**config.mk**
```make
export PLATFORM = sky130hd
export DESIGN_NAME = flux_fifo_bank
export DESIGN_NICKNAME = d
export VERILOG_FILES = /design/src/rtl/flux_fifo_bank.sv
export SDC_FILE = /design/constraint.sdc
export NUM_CORES = 1
export LEC_CHECK = 0
export ABC_CLOCK_PERIOD_IN_PS = 6500
export CAP_MARGIN = 20
export CORE_ASPECT_RATIO = 1.5
export CORE_MARGIN = 2
export CORE_UTILIZATION = 56
export DETAILED_ROUTE_END_ITERATION = 16
export HOLD_SLACK_MARGIN = 0.1
export PLACE_DENSITY = 0.8
export SLEW_MARGIN = 25
export SYNTH_ARGS = -nofsm -noshare
export SYNTH_HDL_FRONTEND = slang
export SYNTH_SLANG_ARGS = --single-unit
```
**constraint.sdc**
```tcl
create_clock -name clk -period 6.5 [get_ports clk]
set_clock_uncertainty 0.1 [all_clocks]
set_input_delay 1.3 -clock clk [delete_from_list [all_inputs] [get_ports clk]]
set_output_delay 1.3 -clock clk [all_outputs]
set_load 0.03 [all_outputs]
```
**src/rtl/flux_fifo_bank.sv**
```systemverilog
// flux_fifo_bank: FLUX independent FIFOs behind one tagged write port.
// Words are steered by the tag in their top bits. They are popped through a
// per-queue read strobe, and the popped word appears on dout one cycle later.

// One queue: storage, wrapping pointers and an occupancy count.
module flux_queue #(
  parameter int WW    = 5,
  parameter int DEPTH = 4
) (
  input  logic          clk,
  input  logic          rst,
  input  logic          i_wr,
  input  logic [WW-1:0] i_wdata,
  input  logic          i_pop,
  output logic [WW-1:0] o_rdata,
  output logic          o_full,
  output logic          o_empty
);
  localparam int AW = $clog2(DEPTH);
  localparam int CW = $clog2(DEPTH+1);

  logic [WW-1:0] r_mem [DEPTH];
  logic [AW-1:0] r_wr_ptr, r_rd_ptr;
  logic [CW-1:0] r_cnt;

  // Storage is deliberately left out of reset; only the pointers matter.
  always_ff @(posedge clk)
    if (i_wr) r_mem[r_wr_ptr] <= i_wdata;

  // Pointers wrap naturally because DEPTH is a power of two; count tracks occupancy.
  always_ff @(posedge clk or posedge rst) begin
    if (rst) begin
      r_wr_ptr <= '0;
      r_rd_ptr <= '0;
      r_cnt    <= '0;
    end else begin
      if (i_wr)  r_wr_ptr <= r_wr_ptr + AW'(1);
      if (i_pop) r_rd_ptr <= r_rd_ptr + AW'(1);
      case ({i_wr, i_pop})
        2'b10:   r_cnt <= r_cnt + CW'(1);
        2'b01:   r_cnt <= r_cnt - CW'(1);
        default: r_cnt <= r_cnt;
      endcase
    end
  end

  assign o_rdata = r_mem[r_rd_ptr];
  assign o_full  = (r_cnt == CW'(DEPTH));
  assign o_empty = (r_cnt == '0);
endmodule

module flux_fifo_bank #(
  parameter int DATA_WIDTH = 4,
  parameter int DEPTH      = 4,
  parameter int FLUX       = 1
) (
  input  logic                                 clk,
  input  logic                                 rst,
  input  logic [DATA_WIDTH+$clog2(FLUX)-1:0]   din,
  input  logic                                 write,
  output logic [FLUX-1:0]                      full,
  output logic [DATA_WIDTH+$clog2(FLUX)-1:0]   dout,
  input  logic [FLUX-1:0]                      read,
  output logic [FLUX-1:0]                      empty
);
  localparam int TW   = $clog2(FLUX);
  localparam int TAGW = (TW > 0) ? TW : 1;
  localparam int WW   = DATA_WIDTH + TW;

  logic [TAGW-1:0]          w_tag;
  logic [FLUX-1:0]          w_rd_sel;
  logic [FLUX-1:0]          w_pop;
  logic [FLUX-1:0]          w_wr;
  logic [FLUX-1:0][WW-1:0]  w_rdata;
  logic [WW-1:0]            w_rd_word;

  // A single queue has no tag bits; everything lands in queue 0.
  generate
    if (TW > 0) begin : g_tag
      assign w_tag = din[WW-1:DATA_WIDTH];
    end else begin : g_notag
      assign w_tag = '0;
    end
  endgenerate

  // Lowest set read bit wins; scanning downward lets the lowest index overwrite.
  always_comb begin
    w_rd_sel = '0;
    for (int i = FLUX-1; i >= 0; i--)
      if (read[i]) begin
        w_rd_sel    = '0;
        w_rd_sel[i] = 1'b1;
      end
  end

  // Per-queue pop/write qualification; a full queue still accepts when it pops
  // the same cycle, and out-of-range tags match no queue and are dropped.
  genvar g;
  generate
    for (g = 0; g < FLUX; g++) begin : g_q
      assign w_pop[g] = w_rd_sel[g] & ~empty[g];
      assign w_wr[g]  = write & (w_tag == TAGW'(g)) & (~full[g] | w_pop[g]);

      flux_queue #(.WW(WW), .DEPTH(DEPTH)) u_q (
        .clk     (clk),
        .rst     (rst),
        .i_wr    (w_wr[g]),
        .i_wdata (din),
        .i_pop   (w_pop[g]),
        .o_rdata (w_rdata[g]),
        .o_full  (full[g]),
        .o_empty (empty[g])
      );
    end
  endgenerate

  // w_pop is at most one-hot, so an OR-style select picks the popped head.
  always_comb begin
    w_rd_word = '0;
    for (int i = 0; i < FLUX; i++)
      if (w_pop[i]) w_rd_word = w_rdata[i];
  end

  // dout captures the head on a successful pop and otherwise holds.
  always_ff @(posedge clk or posedge rst) begin
    if (rst)         dout <= '0;
    else if (|w_pop) dout <= w_rd_word;
  end
endmodule

```
After elaboration in Yosys (flattened, before gate mapping):

Memory sizes are Yosys's and may differ from the RTL's. A register that Yosys moved wholly into a read port is not among the register bits.
Cells that the tools add are included.

* bits in registers: 7
* memory bits (writable): 16
* input bits: 8
* logic and storage cells: 22
* memories kept: 1
* output and inout bits: 6

Memories
* g_q[0].u_q.r_mem: words 4, width 4, read ports 1, clocked after memory_dff 1, write ports 1, RTL line 22 `logic [WW-1:0] r_mem [DEPTH];`

* $add $sub $neg: 4
* equal/unequal tests: 3
* muxes and demuxes: 4
* bitwise logic cells: 5
* reductions and logical operators: 2

Operator list (count)
* $pmux W3 S2: 1
* $add A2 B1 Y2 const B: 2
* $add A3 B1 Y3 const B: 1
* $eq A3 B3 Y1 const B: 1
* $logic_not A3 Y1: 1
* $mux W1: 3
* $sub A3 B1 Y3 const B: 1
* $and A1 B1 Y1: 2
* $eq A2 B1 Y1 const B: 1
* $eq A2 B2 Y1 const B: 1
* $not A1 Y1: 2
* $reduce_bool A2 Y1: 1
* $or A1 B1 Y1: 1

Logic depth before layout (Yosys ltp):

Gate-level depths: netlist of the first run.

* word-level depth: 7
* depth in mapped cells: 9
* gate-level depth less buffers: 9

Cells and area by module:

A second synthesis of the first run with hierarchy kept.

* cell total of the unflattened synthesis: 71
* area, all modules: 1181.1 um^2

Modules (own cells, without submodules)
* flux_queue: times used 1, sequential area each 655.6 um^2, cells each 58, area an instance 980.9 um^2
* flux_fifo_bank: times used 1, sequential area each 100.1 um^2, cells each 13, area an instance 200.2 um^2

Worst setup path before layout of the first run:

Ideal clock, no wire load.

* kind: input -> register
* start: input read
* end: register g_q[0].u_q.r_cnt[2]
* library setup time: 79 ps
* buffers on the path: 0
* stages: 8
* data arrival time: 2521 ps
* setup slack: 3800 ps
* data required time: 6321 ps
* cell sequence: o21a_4 -> inv_1 -> ha_1 -> inv_1 -> fa_1 -> xor2_1 -> nor2_1 -> xor2_1

* word-level cells in the longest chain between the ends: 6
* elaborated cells on any way between the ends: 8
* classes of those cells: eq/ne (2); mux (2); bitwise (3); reduce/logical (1)

Ends and longest elaborated chain
* from (decl): RTL line 63 `input logic [FLUX-1:0] read,`
* $mux W1 (*): RTL line 90 `if (read[i]) begin`
* $and A1 B1 Y1 (*): RTL line 101 `assign w_pop[g] = w_rd_sel[g] & ~empty[g];`
* $or A1 B1 Y1: RTL line 102 `assign w_wr[g] = write & (w_tag == TAGW'(g)) & (~full[g] | w_pop[g]);`
* $and A1 B1 Y1: RTL line 102
* $eq A2 B1 Y1 or $eq A2 B2 Y1 (tied branches): RTL line 39 `case ({i_wr, i_pop})`
* $pmux W3 S2 or $reduce_bool A2 Y1 (tied branches)
* to (signal assigned): RTL line 40 `2'b10: r_cnt <= r_cnt + CW'(1);`
* to (signal assigned): RTL line 41 `2'b01: r_cnt <= r_cnt - CW'(1);`
* to (signal assigned): RTL line 42 `default: r_cnt <= r_cnt;`
* to (decl): RTL line 24 `logic [CW-1:0] r_cnt;`

Mark *: on every way between the ends. The rest lies on a longest branch, timed or not.
A chain may end at the register's enable or synchronous reset.

Worst setup path after layout of the first run:

* start: register g_q[0].u_q.r_cnt[0]
* end: output full

* word-level cells in the longest chain between the ends: 1

Ends and longest elaborated chain
* $eq A3 B3 Y1: RTL line 48 `assign o_full = (r_cnt == CW'(DEPTH));`
* to (decl): RTL line 61 `output logic [FLUX-1:0] full,`

No other way between the ends.

==> results.cfg, run 1 <==
[global_routing]
grt_pass1_wl_mm = 2.511
track_usage = 0.1673
grt_pass1_vias = 592
grt_max_degree = 17
grt_overflow = 0
antenna_found_initial = 0

[worst_setup_path]
crit_type = flip-flop to output pin
cp_slowest_stage_delay_ns = 0.66
crit_end = full
crit_start = g_q[0].u_q.r_cnt[0]
worstPathCellList = or3b_1 -> inv_1 -> clkdlybuf4s50_1
path_max_fanout = 5
path_buf_inv = 2
rr_startpoint = g_q[0].u_q.r_cnt[0]
cp.required_ns = 5.10
r2r-end = g_q[0].u_q.r_cnt[2]
endpoint_kind = output pin
ff2ff_path_depth = 9
cp.arrival_ns = 1.95
cp-start-kind = flip-flop
cpMaxStageDelayCell = clkdlybuf4s50_1
r2r_slack_ns = 4.13
crit_cells = 3
critPathTopFamily = buffers and inverters

[clock_network]
cts_resized = 0
cts_buffers = 3
htree_num_levels = 1
root_buffer = clkbuf_4
postCtsSetupRepairBufs = 0
cts_sinks = 27
holdBufCountCts = 0
clk_path_buf_depth = 2
cts_tree = yes
clk-insertion-delay-late_ns = 0.34
path_clk_slew_ns = 0.14

[logic_synthesis]
synth.net_count = 91
syn_inst = 77
synth-seq-area-share = 0.6495
syn_avg_cell_area_sq_um = 15.11
ys_warn_count = 0
ys_seq_elements = 27
synth_area_sq_um = 1164
synth_cell_types = 19

[routing]
wl_per_cell_um = 14.26
drt_iter0_drc = 6
vias = 607
drt_pass1_iterations = 3
ant_nets = 0
routed_via_density = 5.278
wirelength_mm = 1.640
drc = 0

[power_and_ir_drop]
ir_worst_vdd_uv = 197.9
power.leakage_nw = 0.5528
p_per_area_nw_per_um2 = 432.3
power_w = 0.0005820

[sta]
max-slew-margin-rel = 0.6606
final.setup.tns_ns = 0
rsz0062_at_grt = false
timing.final.crit_share = 0.5149
fmax_ghz = 0.2988
finalCriticalPeriod_ns = 3.347
tightest_slew_ns = 0.5061
final-setup-viol-count = 0
finalHoldViolCount = 0
maxSlewViolCount = 0
hold_slack_ns = 0.3985

[cells_and_area]
seqCellArea_sq_um = 755.7
final_common_cell = edfxtp_1
nNetsFinal = 108
post_route_cells_drive_above_1_share = 0.1290
syn_to_final_growth_pct = 15.70
fillCellCount = 160
diodes = 0
multiInputGateArea_sq_um = 369.1
layout_common_cells = 16 x edfxtp_1, 13 x nand2_1, 13 x clkdlybuf4s50_1, 11 x dfrtp_1, 8 x inv_1
finalNonFillerCells = 115

[floorplan]
io_pins = 14
fp.dieW_um = 41.22
core-area_sq_um = 2002
fp.dieH_um = 59.83
num_rows = 20
dieArea_sq_um = 2466
initial_core_util = 0.5812

[hold_path]
hp-class = flip-flop to flip-flop

[place]
dp_hpwl_mm = 1.233
port_buffers = 13
dp_cells = 111
place_congestion = 0.6629

[run_status]
status = finished, final reports clean

[run]
drv_cap = 0
## through the flow
step	setup WS, ns	area (sq um)	utilization
6_report	3.153	1346	0.6725
5_1_grt	3.032	1346	0.6725
4_1_cts	3.128	1346	0.6725
3_5_place_dp	3.206	1316	0.6575
3_3_place_gp	3.262	1316	0.6575
2_1_floorplan	3.800	1164	-
## cells in the mapped netlist (all sizes together)
| library cell | number | area share |
|---|---|---|
| inv | 9 | 0.029 |
| mux2i | 1 | 0.0086 |
| and2 | 4 | 0.022 |
| nor2 | 1 | 0.0032 |
| xor2 | 2 | 0.015 |
| edfxtp | 16 | 0.41 |
| mux2 | 1 | 0.013 |
| or3b | 1 | 0.0075 |
| buf | 1 | 0.0043 |
| o31ai | 1 | 0.011 |
| o21a | 1 | 0.013 |
| ha | 5 | 0.054 |
| fa | 1 | 0.017 |
| dfrtp | 11 | 0.24 |
| xnor2 | 4 | 0.030 |
| mux4 | 4 | 0.077 |
| nor3 | 1 | 0.0043 |
| nand2 | 13 | 0.042 |
## worst reg2reg max path, delay by kind of cell (launching register included)
| kind | cells | cell delay (ns) |
|---|---|---|
| compound gates | 1 | 0.24 |
| xor+xnor | 2 | 0.31 |
| fa+ha+maj | 2 | 0.55 |
| buf+inv | 2 | 0.12 |
| flops | 1 | 0.46 |
| simple gates | 2 | 0.54 |
## worst min-delay path by stage
stage          cells after the start             endpoint                start  slack, ns
6_report                           2              dout[2]              dout[2]       0.40
3_3_place_gp                       2              dout[2]              dout[2]       0.36
4_1_cts                            2              dout[1]              dout[1]       0.40
2_1_floorplan                      1  g_q[0].u_q.r_cnt[2]  g_q[0].u_q.r_cnt[2]       0.39
3_5_place_dp                       2              dout[1]              dout[1]       0.37
5_1_grt                            2              dout[1]              dout[1]       0.43
## per-layer routing
| metal | up-vias | wire, um | track usage | share of wire |
|---|---|---|---|---|
| li1 | 292 | - | - | - |
| met1 | 296 | 615 | 0.1680 | 0.38 |
| met2 | 15 | 891 | 0.2813 | 0.54 |
| met3 | 4 | 66 | 0.02230 | 0.040 |
| met4 | 0 | 66 | 0.1382 | 0.040 |
| met5 | - | 0 | 0 | 0 |
## report_power, final
part           switching [W]  internal [W]
clock network      0.0000515     0.0000236
logic               0.000109      0.000113
registers          0.0000455      0.000239
## logic make-up (layout without fill, tap and decap cells)
kind of cell / after synthesis / in the layout / share of synthesized area
AO/OA/AOI/OAI: 2 / 2 / 0.02365
XOR/XNOR: 6 / 6 / 0.04516
adder cells (fa/ha/maj): 6 / 6 / 0.07097
buffers and inverters: 10 / 26 / 0.03333
flip-flops: 27 / 27 / 0.6495
multiplexers: 6 / 6 / 0.09892
AND/OR/NAND/NOR: 20 / 20 / 0.07849
## layout make-up
class | instances | share of cell area
clock buffers | 3 | 0.01673
clock inverters | 1 | 0.005576
repair buffers | 13 | 0.09665
flip-flops and latches | 27 | 0.5613
multi-input cells | 40 | 0.2742
inverters | 9 | 0.02509
well taps | 22 | 0.02045
## sequential cells by signal (all words and copies together) (netlist names)
| signal | flops |
|---|---|
| dout | 4 |
| g_q.u_q.r_cnt | 3 |
| g_q.u_q.r_wr_ptr | 2 |
| g_q.u_q.r_rd_ptr | 2 |
| g_q.u_q.r_mem | 16 |
(Power assumes the default switching activity.)
==> run 2: changes to the inputs <==
--- a/config.mk
+++ b/config.mk
@@ -5,14 +5,14 @@
 export SDC_FILE = /design/constraint.sdc
 export NUM_CORES = 1
 export LEC_CHECK = 0
-export ABC_CLOCK_PERIOD_IN_PS = 6500
+export ABC_CLOCK_PERIOD_IN_PS = 2700
 export CAP_MARGIN = 20
 export CORE_ASPECT_RATIO = 1.5
 export CORE_MARGIN = 2
-export CORE_UTILIZATION = 56
+export CORE_UTILIZATION = 48
 export DETAILED_ROUTE_END_ITERATION = 16
 export HOLD_SLACK_MARGIN = 0.1
-export PLACE_DENSITY = 0.8
+export PLACE_DENSITY = 0.73
 export SLEW_MARGIN = 25
 export SYNTH_ARGS = -nofsm -noshare
 export SYNTH_HDL_FRONTEND = slang
==> constraint.sdc (replaced) <==
create_clock -name clk -period 2.7 [get_ports clk]
set_clock_uncertainty 0.1 [all_clocks]
set_input_delay 0.54 -clock clk [delete_from_list [all_inputs] [get_ports clk]]
set_output_delay 0.54 -clock clk [all_outputs]
set_load 0.03 [all_outputs]
==> results.cfg, run 2 (synthesis gave the netlist of run 1 again) <==
[global_routing]
grt_max_degree = 17
grt_pass1_wl_mm = 2.994
track_usage = 0.1534
grt_overflow = 0
antenna_found_initial = 0
grt_pass1_vias = 667

[place]
port_buffers = 13
place_ws_ns = 0.1176
dp_hpwl_mm = 1.469
place_congestion = 0.7626

[worst_setup_path]
path_max_fanout = 5
endpoint_kind = output pin
cp-start-kind = flip-flop
cp.required_ns = 2.06
crit_type = flip-flop to output pin
cp.arrival_ns = 1.92

[clock_network]
holdBufCountCts = 0
postCtsSetupRepairBufs = 0
clk_path_buf_depth = 2
path_clk_slew_ns = 0.14
clk-insertion-delay-late_ns = 0.32
root_buffer = clkbuf_4
cts_resized = 0
htree_num_levels = 1
cts_sinks = 27
cts_tree = yes
cts_buffers = 3

[floorplan]
io_pins = 14
fp.dieH_um = 64.30
num_rows = 21
initial_core_util = 0.5150
core-area_sq_um = 2260
dieArea_sq_um = 2842
fp.dieW_um = 44.20

[sta]
fin_ws_ns = 0.1443
final-setup-viol-count = 0
maxSlewViolCount = 0
rsz0062_at_grt = false
fmax_ghz = 0.3913
finalHoldViolCount = 0
timing.final.crit_share = 0.9466
max-slew-margin-rel = 0.6673
final.setup.tns_ns = 0
finalCriticalPeriod_ns = 2.556
tightest_slew_ns = 0.4961

[routing]
drc = 0
ant_nets = 0
wl_per_cell_um = 15.14
drt_iter0_drc = 22
wirelength_mm = 1.756
routed_via_density = 5.250
drt_pass1_iterations = 4
vias = 609

[power_and_ir_drop]
p_per_area_nw_per_um2 = 1041
power.leakage_nw = 0.5528
ir_worst_vdd_uv = 465.2

[cells_and_area]
final_common_cell = edfxtp_1
diodes = 0
largest_register_ffs = 16
post_route_cells_drive_above_1_share = 0.1290
multiInputGateArea_sq_um = 369.1
seqCellArea_sq_um = 755.7
layout_common_cells = 16 x edfxtp_1, 13 x nand2_1, 13 x clkdlybuf4s50_1, 11 x dfrtp_1, 8 x inv_1
nNetsFinal = 108
syn_to_final_growth_pct = 15.81
max_flop_register = g_q.u_q.r_mem
fillCellCount = 193
top_regs = g_q.u_q.r_mem (16), dout (4), g_q.u_q.r_cnt (3)

[hold_path]
hp-class = primary input to asynchronous set/reset pin

[run]
drv_cap = 0

[run_status]
status = finished, final reports clean
run 2: cell counts in the layout (fill, tap and decap cells not counted):
No cell type changed its count.
run 2: cell type report:
class | instances | share of cell area
clock inverter | 1 | 0.005571
multi-input combinational | 40 | 0.2739
sequential | 27 | 0.5608
tap | 23 | 0.02136
clock buffer | 3 | 0.01671
inverter | 9 | 0.02507
timing repair buffer | 13 | 0.09656
run 2: metal layers:
| metal | share of wire | global-route usage |
|---|---|---|
| met1 | 0.36 | 0.1612 |
| met2 | 0.59 | 0.2776 |
| met3 | 0.026 | 0.01695 |
| met4 | 0.024 | 0.09091 |
| met5 | 0 | 0 |
run 2: power by group:
part	switching, W	internal (W)
Combinational	0.000274	0.000270
Sequential	0.000112	0.000576
Clock	0.000114	0.0000567
Total	0.000500	0.000903
run 2: worst paths after layout:
check / cells after the start / endpoint / slack, ns / from
max in group asynchronous: 2 / g_q[0].u_q.r_wr_ptr[1] / 1.81 / rst
min in group clk: 2 / dout[2] / 0.39 / dout[2]
setup reg to reg: 9 / g_q[0].u_q.r_cnt[2] / 0.34 / g_q[0].u_q.r_cnt[0]
hold reg to reg: 2 / dout[2] / 0.39 / dout[2]
hold / removal: 2 / dout[2] / 0.39 / rst
setup / recovery: 3 / full / 0.14 / g_q[0].u_q.r_cnt[0]
run 2: critical path, stage by stage, from the launching register on:
cell,delay [ns]
dfrtp_1,0.45
or3b_1,0.42
inv_1,0.07
clkdlybuf4s50_1,0.66
run 2: metrics by stage:
step           hold slack (ns)  cells    util  cell area [sq um]  total power (W)
4_1_cts                 0.3895    116  0.5963               1348         0.001435
5_1_grt                 0.4197    116  0.5963               1348         0.001515
2_1_floorplan           0.2924     77       -               1164         0.001071
3_3_place_gp            0.3624    112  0.5831               1318         0.001230
6_report                0.3898    116  0.5963               1348         0.001403
3_5_place_dp            0.3639    112  0.5831               1318         0.001260
==> run 3: changes to the inputs <==
--- a/config.mk
+++ b/config.mk
@@ -10,6 +10,7 @@
 export CORE_ASPECT_RATIO = 1.5
 export CORE_MARGIN = 2
 export CORE_UTILIZATION = 48
+export CTS_CLUSTER_SIZE = 25
 export DETAILED_ROUTE_END_ITERATION = 16
 export HOLD_SLACK_MARGIN = 0.1
 export PLACE_DENSITY = 0.73
==> results of run 3 <==
Final layout, timing and power as in run 2 (identical DEF).
